--- src/rtl/gfib_stream.sv ---
// ---------------------------------------------------------------------------
// gfib_stream
//   Generalised Fibonacci engine: T(0)=seed0, T(1)=seed1,
//   T(k)=T(k-1)+T(k-2). On an accepted go it streams T(0)..T(n) over a
//   valid/ready port, then presents T(n) on o_result with o_done held high.
//   Sums are formed one bit wider than the terms; the carry sets a sticky
//   overflow flag and either wraps (SATURATE=0) or clamps to all-ones
//   (SATURATE=1).
//
// Ports
//   clk            in   clock, rising edge
//   rst            in   asynchronous reset, active-high
//   i_go           in   start request, honoured only in IDLE or DONE
//   i_n            in   index of final term, latched with accepted go
//   i_seed0        in   T(0), latched with accepted go
//   i_seed1        in   T(1), latched with accepted go
//   o_term         out  current streamed term T(k)
//   o_term_valid   out  o_term is valid
//   i_term_ready   in   consumer takes o_term when valid && ready
//   o_result       out  T(n), valid while o_done=1
//   o_overflow     out  sticky: some T(k), k<=n, overflowed
//   o_done         out  result/overflow valid until the next accepted go
// ---------------------------------------------------------------------------
module gfib_stream #(
    parameter int INPUT_WIDTH  = 6,
    parameter int OUTPUT_WIDTH = 32,
    parameter bit SATURATE     = 1'b0
) (
    input  logic                    clk,
    input  logic                    rst,
    input  logic                    i_go,
    input  logic [INPUT_WIDTH-1:0]  i_n,
    input  logic [OUTPUT_WIDTH-1:0] i_seed0,
    input  logic [OUTPUT_WIDTH-1:0] i_seed1,
    output logic [OUTPUT_WIDTH-1:0] o_term,
    output logic                    o_term_valid,
    input  logic                    i_term_ready,
    output logic [OUTPUT_WIDTH-1:0] o_result,
    output logic                    o_overflow,
    output logic                    o_done
);

    typedef enum logic [1:0] {
        S_IDLE = 2'd0,
        S_EMIT = 2'd1,
        S_DONE = 2'd2
    } state_t;

    state_t                  r_state;
    state_t                  w_state_nxt;
    logic                    w_go_acc;
    logic                    w_accept;
    logic                    w_last;

    logic [INPUT_WIDTH-1:0]  r_n;
    logic [INPUT_WIDTH-1:0]  r_k;
    // r_term holds T(k); r_prev holds T(k-1), except at k=0 where it
    // holds seed1 so the first advance is a plain pass-through.
    logic [OUTPUT_WIDTH-1:0] r_term;
    logic [OUTPUT_WIDTH-1:0] r_prev;
    logic                    r_term_valid;
    logic [OUTPUT_WIDTH-1:0] r_result;
    logic                    r_overflow;
    logic                    r_done;

    logic [OUTPUT_WIDTH:0]   w_sum;
    logic                    w_carry;
    logic [OUTPUT_WIDTH-1:0] w_next_term;
    logic                    w_next_ovf;

    // State register.
    always_ff @(posedge clk or posedge rst) begin
        if (rst) begin
            r_state <= S_IDLE;
        end else begin
            r_state <= w_state_nxt;
        end
    end

    // Next-state decode plus go-accept / term-accept strobes.
    always_comb begin
        w_state_nxt = r_state;
        w_go_acc    = 1'b0;
        w_accept    = 1'b0;
        w_last      = (r_k == r_n);
        case (r_state)
            S_IDLE, S_DONE: begin
                if (i_go) begin
                    w_state_nxt = S_EMIT;
                    w_go_acc    = 1'b1;
                end else begin
                    w_state_nxt = r_state;
                end
            end
            S_EMIT: begin
                if (i_term_ready) begin
                    w_accept = 1'b1;
                    if (w_last) begin
                        w_state_nxt = S_DONE;
                    end else begin
                        w_state_nxt = S_EMIT;
                    end
                end else begin
                    w_state_nxt = S_EMIT;
                end
            end
            default: begin
                w_state_nxt = S_IDLE;
            end
        endcase
    end

    // Next-term arithmetic; the k=0 step forwards seed1 and never overflows.
    always_comb begin
        w_sum       = {1'b0, r_term} + {1'b0, r_prev};
        w_carry     = w_sum[OUTPUT_WIDTH];
        w_next_term = w_sum[OUTPUT_WIDTH-1:0];
        w_next_ovf  = r_overflow;
        if (r_k == '0) begin
            w_next_term = r_prev;
        end else begin
            w_next_ovf = r_overflow | w_carry;
            if (w_carry && (SATURATE != 1'b0)) begin
                w_next_term = {OUTPUT_WIDTH{1'b1}};
            end else begin
                w_next_term = w_sum[OUTPUT_WIDTH-1:0];
            end
        end
    end

    // Datapath and output registers.
    always_ff @(posedge clk or posedge rst) begin
        if (rst) begin
            r_n          <= '0;
            r_k          <= '0;
            r_term       <= '0;
            r_prev       <= '0;
            r_term_valid <= 1'b0;
            r_result     <= '0;
            r_overflow   <= 1'b0;
            r_done       <= 1'b0;
        end else if (w_go_acc) begin
            r_n          <= i_n;
            r_k          <= '0;
            r_term       <= i_seed0;
            r_prev       <= i_seed1;
            r_term_valid <= 1'b1;
            r_overflow   <= 1'b0;
            r_done       <= 1'b0;
        end else if (w_accept) begin
            if (w_last) begin
                r_term_valid <= 1'b0;
                r_result     <= r_term;
                r_done       <= 1'b1;
            end else begin
                r_k          <= r_k + {{(INPUT_WIDTH-1){1'b0}}, 1'b1};
                r_term       <= w_next_term;
                r_prev       <= r_term;
                r_overflow   <= w_next_ovf;
            end
        end
    end

    assign o_term       = r_term;
    assign o_term_valid = r_term_valid;
    assign o_result     = r_result;
    assign o_overflow   = r_overflow;
    assign o_done       = r_done;

endmodule

--- config.mk ---
export PLATFORM = sky130hd
export DESIGN_NAME = gfib_stream
export DESIGN_NICKNAME = d
export VERILOG_FILES = /design/src/rtl/gfib_stream.sv
export SDC_FILE = /design/constraint.sdc
export NUM_CORES = 1
export LEC_CHECK = 0
export CAP_MARGIN = 30
export CORE_ASPECT_RATIO = 0.6
export CORE_MARGIN = 4
export CORE_UTILIZATION = 25
export CTS_BUF_LIST = sky130_fd_sc_hd__clkbuf_16
export DETAILED_ROUTE_END_ITERATION = 12
export PLACE_DENSITY_LB_ADDON = 0.25
export SYNTH_ARGS = -nofsm -noshare
export SYNTH_HDL_FRONTEND = slang
export SYNTH_SLANG_ARGS = --single-unit
--- constraint.sdc ---
create_clock -name clk -period 4.23 [get_ports clk]
set_input_delay 0.423 -clock clk [delete_from_list [all_inputs] [get_ports clk]]
set_output_delay 0.423 -clock clk [all_outputs]
set_load 0.05 [all_outputs]
# After elaboration in Yosys (flattened, before gate mapping)
# Index checks and enable logic that the tools add are counted.
dict set report totals {
  register_bits 113
  out_inout_bits 67
  word_cells 56
}
dict set report op_classes {
  bitwise 2
  n_mux 28
  add_sub_neg 2
  n_reduce_logical 9
  eq_ne 6
}
# operator n
set op_table {}
lappend op_table {{2-to-1 mux 32 bit} 7}
lappend op_table {{adder 32 x 32 -> 33 bit} 1}
lappend op_table {{2-to-1 mux 6 bit} 3}
lappend op_table {{2-to-1 mux 1 bit} 14}
lappend op_table {{adder 6 x 1 -> 6 bit (second input constant)} 1}
lappend op_table {{== test 6 bit} 1}
lappend op_table {{zero test 6 bit} 1}
lappend op_table {{2-to-1 mux 2 bit} 3}
lappend op_table {{!= test 2 bit (second input constant)} 3}
lappend op_table {{AND reduction 3 bit} 2}
lappend op_table {{case mux 2 bit (2 select lines)} 1}
lappend op_table {{AND reduction 2 bit} 2}
lappend op_table {{nonzero test 2 bit} 2}
lappend op_table {{== test 2 x 1 -> 1 bit (second input constant)} 1}
lappend op_table {{== test 2 bit (second input constant)} 1}
lappend op_table {{zero test 2 bit} 1}
lappend op_table {{OR reduction 2 bit} 1}
lappend op_table {{NOT 1 bit} 1}
lappend op_table {{OR 1 bit} 1}

# Depth between registers and ports, before layout
# Gate-level depths: netlist (run 1).
dict set report depth {
  word_depth 6
  depth_mapped 11
  ltp_nobuf 10
}

# Worst setup path after synthesis (run 1)
# OpenSTA, ideal clock, no wires.
dict set report synth_timing {
  path_kind {flip-flop to flip-flop}
  start {register r_term[0] (netlist: o_term[0])}
  end {register r_overflow (netlist: o_overflow)}
  required_ns 4.103
  n_path_buf 0
  period_less_slack_ns 3.054
  slack_ns 1.176
  t_arrival_ns 2.926
  path_stages_with_launch 11
  path_cell_list {dfrtp_1 -> ha_1 -> fa_1 -> a21oi_1 -> o21ai_1 -> a21o_1 -> a221o_2 -> a41oi_4 -> o21ai_2 -> a2111oi_4 -> nor2_1}
}
dict set report synth_between {
  elab_chain_len 6
}
# element line_no
set synth_lines {}
lappend synth_lines {{start: declaration} 59} ;# logic [OUTPUT_WIDTH-1:0] r_term;
lappend synth_lines {{start signal: assignment} 145} ;# r_term <= i_seed0;
lappend synth_lines {{start signal: assignment} 157} ;# r_term <= w_next_term;
lappend synth_lines {{adder 32 x 32 -> 33 bit} 115} ;# w_sum = {1'b0, r_term} + {1'b0, r_prev};
lappend synth_lines {{OR 1 bit} 122} ;# w_next_ovf = r_overflow | w_carry;
lappend synth_lines {{2-to-1 mux 1 bit} 119} ;# if (r_k == '0) begin
lappend synth_lines {{2-to-1 mux 1 bit} 151} ;# if (w_last) begin
lappend synth_lines {{2-to-1 mux 1 bit} 150} ;# end else if (w_accept) begin
lappend synth_lines {{2-to-1 mux 1 bit} 142} ;# end else if (w_go_acc) begin
lappend synth_lines {{end signal: assignment} 159} ;# r_overflow <= w_next_ovf;
lappend synth_lines {{end: declaration} 63} ;# logic r_overflow;
# Every way passes these cells. The select of a mux whose other input is x is not followed.
# A chain may end at the register's enable or synchronous reset.

# Worst setup path after layout (run 1)
# Same ends and word-level chain as after synthesis.

==> results.txt, run 1 <==
Dividing the synthesized area by the synthesized cell count gives 8.91 um2. After Yosys synthesis, full adders, half adders and majority gates account for 6.54% of the synthesized area. Measured against its own limit, the worst slew margin works out to 39.4%. Data on the critical path arrives at its endpoint at 3.47 ns. The footprint of the multi-input gates was 3800 um2.

Global-route wire length before repair: 36300 um. The count of buffers added on input and output ports is 140. For the final routed database, the setup TNS stands at 0 ns. After synthesis the cells add up to 6810 um2. Relative to the synthesized area, the layout overhead comes to 33.9%.

The number of nets in the layout was 996; the detailed-route wire length per cell was 18.3 um. Counting every instance in the synthesized netlist gives 764. The run finished with clean final reports. The number of clock buffers added by TritonCTS is 17. STA classifies the critical path startpoint as a flip-flop.

The tools report the clock latency reported for the late side of the worst-skew pair as 0.44 ns. Main combinational cell family by area after synthesis: compound AO/OA/AOI/OAI gates. 141 I/O pins were placed. Once the floorplan was initialized, standard cells occupied 25.6% of the core. Setup violations remaining at the end of the flow were counted as 0. The largest driver fanout on the critical path is 6, and the half-perimeter wire length of the detailed placement result is 16300 um. For the share of the yosys chip area belonging to registers, the log shows 41.5%. In this run, synthesis produced a sequential element count of 113.

The logs give 2830 um2 for the area taken by flip-flops and latches and 30000 um2 for the area of the die. The top flip-flop cell by instance count after synthesis was dfrtp_1. The routed design could run at a clock period as short as 3.16 ns.

Across every metal layer, demand over resource in global routing totals 15.6%. The number of sinks driven by the clock tree is 113, and the peak clock frequency supported by timing is 0.317 GHz. Critical path class: flip-flop to flip-flop. The tools report the number of endpoints with negative hold slack in the final report as 0. The tools report the number of global-route vias before repair as 6204. Reg2reg setup slack: 1.07 ns.

Largest net degree at the start of global routing: 64. For the final database, setup skew stands at 0.0101 ns. The number of nets handed over by synthesis was 873. The number of antenna violations at the first check in global routing was 4. Detailed-route vias per instance: 4.97. TritonCTS built the clock tree. The simple-gate share of the synthesized area is 17.5%. After filler insertion, the fill cell instance count of the layout stands at 2779.

The tightest min-delay check is of the input port to async pin type. The die width came out at 221 um. After clock tree synthesis, the flow added hold-fix buffers numbering 0.

The run gives 0.850 as the final weighted congestion in routability-driven placement. Summing the areas of all compound-gate instances in the mapped netlist gives 21.0% of the synthesized area. The total iterations of the first detailed-routing run was 5; the vertical die dimension was 136 um. Once the clock tree was built, the resizer swapped 0 gates to a different size. After clock tree synthesis, the clock-pin slew on the worst setup and hold paths is 0.05 ns. Summed over all layers, the global routing overflow is 0. CTS built an H-tree with a depth of 4.

The worst setup path is captured at a flip-flop. Once the clock tree was built, the setup fixing pass inserted 0 buffers. Wires add up to 23000 um. Of the total synthesized cell area, the portion taken by XOR and XNOR cells is 4.25%. The number of distinct library cell variants in the gate-level netlist after synthesis is 66. The number of placement rows is 46, and the DRC violation total after the first TritonRoute iteration is 493. During synthesis, Yosys emitted a total of 0 warnings. The finished cells cover 9110 um2.

Setup repair after global routing left no endpoint under its margin. The count of unresolved DRC violations after routing is 0. The maximum count of clock buffers along a single path is 2, and the core area is 26600 um2. The synthesized design contains 0 enable-type register cells. The placed instances occupy a cell area of 8610 um2. The transition time at the pin with the least slew margin is 0.906 ns. The share of the cycle needed by the critical path after routing was 74.7%; the max-slew violation count was 0. Async set-reset flop share out of synthesis: 100%. Data on the critical path is required at its endpoint by 4.54 ns. The number of maximum-capacitance violations was 0; the remaining antenna violation count was 0. Of the post-synthesis cell area, the part taken by muxes is 6.19%.

The total via count in the routed design was 6258. The tools report the clock tree root buffer cell as clkbuf_16. The share of layout cells above drive strength 1 was 9.80%; the number of antenna diodes was 0.
-- per-stage QoR --
stage               setup WS, ns  hold slack [ns]  util, %  cells
finish                      1.07            0.472     34.3   1258
global placement            1.18            0.460     32.2   1226
global route               0.931            0.511     34.3   1258
detailed placement          1.12            0.472     32.4   1228
CTS                         1.09            0.493     34.3   1258
floorplan                  0.820            0.460        -    764
-- cell usage in the layout (no fill, tap or decap), types with 3 or more instances in the layout --
cell type        count
nand2_1            145
clkdlybuf4s50_1    140
dfrtp_1            113
nor2_1              69
a21oi_1             55
a31oi_1             38
ha_1                34
mux2_2              33
o21ai_0             27
xnor2_1             20
clkbuf_16           17
o22ai_1             16
nand3_1             14
xor2_1              13
a21o_1              13
inv_1               11
a211oi_1            11
nor3_1              10
nand4_1              8
clkinv_2             7
o31ai_1              6
buf_4                6
and2_1               5
mux2i_1              5
and3_1               5
o211ai_1             4
nor2b_1              3
o21ai_1              3
o21a_1               3
a221o_1              3
a221oi_1             3
-- per-layer routing --
layer / part of all wire [%] / GRT usage (%) / wire, um / vias to the layer above
met3: 6.2 / 5.05 / 1420 / 28
met5: 0.21 / 0 / 48 / -
li1: - / - / - / 3029
met1: 53 / 23.3 / 12100 / 3022
met2: 40 / 21.4 / 9140 / 171
met4: 1.2 / 4.47 / 270 / 8
-- flip-flops by register name (all words and copies together), names as in the netlist --
signal        cells
o_term           32
r_k               6
o_term_valid      1
o_result         32
o_done            1
r_state           2
o_overflow        1
r_prev           32
r_n               6
-- worst max-delay path: stages, from the launching register on --
cell       delay, ns
dfrtp_1         0.43
ha_1            0.24
fa_1            0.41
a21oi_1         0.23
o21ai_1         0.13
a21o_1          0.26
a221o_2         0.48
a41oi_4         0.30
o21ai_2         0.12
a2111oi_4       0.34
nor2_1          0.08
-- final cells by class --
| class | instances | share of cell area (%) |
|---|---|---|
| flip-flops and latches | 113 | 31.0 |
| inverters | 8 | 0.357 |
| well taps | 360 | 4.94 |
| clock buffers | 17 | 4.67 |
| multi-input cells | 598 | 41.7 |
| repair buffers | 149 | 16.4 |
| clock inverters | 13 | 0.920 |
-- cell families after synthesis --
group           Yosys count
fa+ha+maj                35
flops                   113
xor+xnor                 33
mux                      38
compound gates          214
simple gates            278
buf+inv                  53
-- worst paths after layout --
path | endpoint | startpoint | depth (start not counted)
max in group asynchronous | o_term[2]$_DFFE_PP0P_ | rst | 3
min | o_result[16]$_DFFE_PP0P_ | rst | 2
max reg2reg | o_overflow$_DFFE_PP0P_ | o_term[0]$_DFFE_PP0P_ | 10
max | o_overflow$_DFFE_PP0P_ | o_term[0]$_DFFE_PP0P_ | 10
min reg2reg | o_done$_DFFE_PP0P_ | o_done$_DFFE_PP0P_ | 2
min in group clk | o_done$_DFFE_PP0P_ | o_done$_DFFE_PP0P_ | 2
-- Yosys cell counts, types with 4 or more instances --
library cell,count,area share (%)
buf_1,11,0.61
mux2i_1,5,0.74
o22ai_1,16,1.5
clkbuf_1,31,1.7
and3_1,5,0.46
dfrtp_1,113,42
o31ai_1,6,0.66
nand4_1,8,0.74
a211oi_1,11,1.2
a31oi_1,38,3.5
nor2_1,70,3.9
mux2_2,33,5.5
nor3_1,10,0.74
o211ai_1,4,0.44
nand2_1,146,8.1
xor2_1,13,1.7
nor2b_1,4,0.37
xnor2_1,20,2.6
ha_1,34,6.2
a21o_1,13,1.4
o21ai_0,27,2.0
inv_1,8,0.44
a21oi_1,55,4.0
nand3_1,14,1.0
and2_1,5,0.46
Power of run 1 is not shown: default switching activity piles up to over one toggle a cycle in this logic, so the estimate is an artifact.
==> inputs of run 2 (changes only) <==
==> constraint.sdc (replaced) <==
create_clock -name clk -period 2.6 [get_ports clk]
set_input_delay 0.26 -clock clk [delete_from_list [all_inputs] [get_ports clk]]
set_output_delay 0.26 -clock clk [all_outputs]
set_load 0.05 [all_outputs]
==> run 2 against run 1 <==
Effect of this change:
- clock skew up 0.0042 ns
- die area unchanged
- sequential cell count unchanged
- critical path depth unchanged
- first-iteration DRC count up 1.6%
- fmax up 23%
- via count up 3.6%
- setup slack worse by 1.0 ns
- non-clock buffer count up 77
- critical path type unchanged
- critical endpoint unchanged
- final cell count up 6.3%
- cell area up 8.0%
- wire length up 2.7%
==> results.txt, run 2 (synthesized netlist as in run 1, its figures left out) <==
The run finished with clean final reports. The final period demand of the worst path is 2.56 ns (-0.596 ns), and the data required time of the critical path is 2.91 ns (-1.63 ns). The worst setup path is launched from a flip-flop. The launch instance of the worst register-to-register path was r_prev[0]$_DFFE_PP0P_.

The number of sinks driven by the clock tree is 113 (unchanged). The share of the cycle needed by the critical path after routing was 98.6% (+24 points); the final worst setup slack was 0.0373 ns (-1.03 ns). The run gives 0.390 GHz (+23%) as the peak clock frequency supported by timing.

The critical register-to-register path endpoint was o_overflow$_DFFE_PP0P_. The total iterations of the first detailed-routing run was 5 (unchanged). Setup repair after global routing could not meet its margin everywhere. The half-perimeter wire length of the detailed placement result came out at 17700 um (+8.9%). For the post-route met1 wirelength, the log shows 12200 um (+1.1%).

The top metal layer carrying routed signals is met4. The number of antenna violations at the first check in global routing is 0 (-4), and the number of antenna diodes is 0 (unchanged). The logs give 0 (unchanged) for the total congestion overflow and 141 (unchanged) for the number of top-level pins. The run gives 0 (unchanged) as the count of hold-fix buffers inserted at cts. The most common library cell in the layout ignoring fill and taps was nand2_1. The global-route wire length before repair was 37100 um (+2.0%). The clock edge transition at the registers on the reported setup and hold paths works out to 0.06 ns (about the same).

The run gives 0 (unchanged) as the number of maximum-capacitance violations. The logs give -0.00585 ns (-1.13 ns) for the post-placement setup slack and 0.04 ns (-1.03 ns) for the reg2reg setup slack. The tools report the filler-free cell count of the finished design as 1337 (+6.3%). The H-tree depth is 4 (unchanged), and the number of nets in the layout is 1073 (+7.7%).

The transition time at the pin with the least slew margin was 0.599 ns (-0.308 ns); the count of unresolved DRC violations after routing was 0 (unchanged). Number of buffers added on ports: 140 (unchanged). The vertical die dimension was 136 um (unchanged).

Number of inserted filler cells in the final layout: 2736 (-1.5%). For the max-slew violation count, the log shows 0 (unchanged). The worst min-delay path class is input port to async pin. The tools report the smallest hold slack as 0.191 ns (-0.281 ns). The number of global-route vias before repair was 6431 (+3.7%); the largest driver fanout on the critical path was 3 (-3).

The detailed-route wire length per cell was 17.6 um (-3.4%). The logs give 23600 um (+2.7%) for the wire length reported by the detailed router and 0 (unchanged) for the remaining antenna violation count. The number of cells on the worst reg-to-reg path was 10 (unchanged); the total setup violations reported at the end of the flow was 0 (unchanged). The footprint of the multi-input gates came out at 3920 um2 (+3.3%).

For the met2 wire length, the log shows 9780 um (+7.0%). The global router's overall resource usage was 15.7% (+0.084 points); the number of endpoints with negative hold slack in the final report was 0 (unchanged). For the maximum count of clock buffers along a single path, the log shows 2 (unchanged). For the core area, the log shows 26600 um2 (unchanged). The met3 wire length was 1390 um (-1.9%).

The worst setup path is of the flip-flop to flip-flop kind. The clock latency reported for the late side of the worst-skew pair is 0.44 ns (about the same). The cell sitting at the root of the clock tree is a clkbuf_16. The starting density of the core came out at 25.6% (unchanged). The logs give 0.878 (+3.3%) for the final weighted congestion in routability-driven placement and 43 (-33%) for the largest net degree at the start of global routing.

The worst clock skew is 0.0144 ns (+0.00422 ns), and the area of the die is 30000 um2 (unchanged). The logs give 60.0% (+21 points) for the headroom to the max-slew limit and 501 (+1.6%) for the DRC violation total after the first TritonRoute iteration. Sort of element at the end of the critical path: a flip-flop. The number of placed cells counting well taps is 1302 (+6.0%), and the number of buffers created by CTS is 17 (unchanged).

TritonCTS built the clock tree. For the area taken by flip-flops and latches, the log shows 2830 um2 (+0.13%). The share of layout cells above drive strength 1 came out at 19.8% (+10 points).

The layout overhead on the synthesized area came out at 44.6%. The detailed-route vias per instance was 4.85 (-2.5%). Leaving out fill and tap cells, the most frequent cells in the layout are 144 x nand2_1, 140 x clkdlybuf4s50_1, 110 x dfrtp_1. The die width was 221 um (unchanged); the total via count in the routed design was 6485 (+3.6%).

The tools report the number of placement rows as 46 (unchanged). The arrival time at the worst endpoint was 2.88 ns (-0.59 ns).
run 2: layout make-up:
type / count / area share, %
inverters: 8 / 0.343
clock buffers: 17 / 4.32
multi-input cells: 598 / 39.8
clock inverters: 15 / 1.03
flip-flops and latches: 113 / 28.8
repair buffers: 226 / 21.1
well taps: 360 / 4.58
run 2: worst max path at each step:
stage                                  end                   from
finish              o_overflow$_DFFE_PP0P_  r_prev[0]$_DFFE_PP0P_
global route        o_overflow$_DFFE_PP0P_  o_term[0]$_DFFE_PP0P_
CTS                 o_term[20]$_DFFE_PP0P_  r_prev[0]$_DFFE_PP0P_
detailed placement  o_term[28]$_DFFE_PP0P_  o_term[0]$_DFFE_PP0P_
global placement    o_term[27]$_DFFE_PP0P_  r_prev[4]$_DFFE_PP0P_
floorplan           o_overflow$_DFFE_PP0P_  o_term[0]$_DFFE_PP0P_
run 2: metrics by stage:
step	util [%]	setup TNS [ns]	area [um2]
after floorplan	-	-0.112	6830
after global placement	34.5	-0.00824	9180
after detailed placement	34.5	-0.00585	9180
after CTS	36.6	-0.00409	9730
after global routing	37.0	-0.238	9840
final	37.0	0	9840
run 2: critical path, cell delays in order (launching register included):
cell,delay [ns]
dfrtp_1,0.41
ha_4,0.18
fa_2,0.37
a21oi_2,0.15
o21ai_1,0.07
a21o_1,0.21
a221o_2,0.42
a41oi_4,0.18
o21ai_2,0.09
a2111oi_4,0.29
nor2_1,0.07
run 2: repair_timing:
item,4_1_cts,5_1_grt
pin swaps,2,6
resized for setup,5,22
buffers inserted,0,3
setup endpoints to repair,4,16
run 2: routing by layer:
metal	track usage (%)	vias up
li1	-	3181
met1	23.3	3102
met2	22.2	187
met3	4.68	15
met4	3.88	0
met5	0	-
Power of run 2 is left out for the same reason.
==> inputs of run 3 (changes only) <==
--- a/config.mk
+++ b/config.mk
@@ -5,7 +5,6 @@
 export SDC_FILE = /design/constraint.sdc
 export NUM_CORES = 1
 export LEC_CHECK = 0
-export CAP_MARGIN = 30
 export CORE_ASPECT_RATIO = 0.6
 export CORE_MARGIN = 4
 export CORE_UTILIZATION = 25
==> results of run 3 <==
Final layout, timing and power as in run 2 (identical DEF).
Power of run 3 is left out for the same reason.
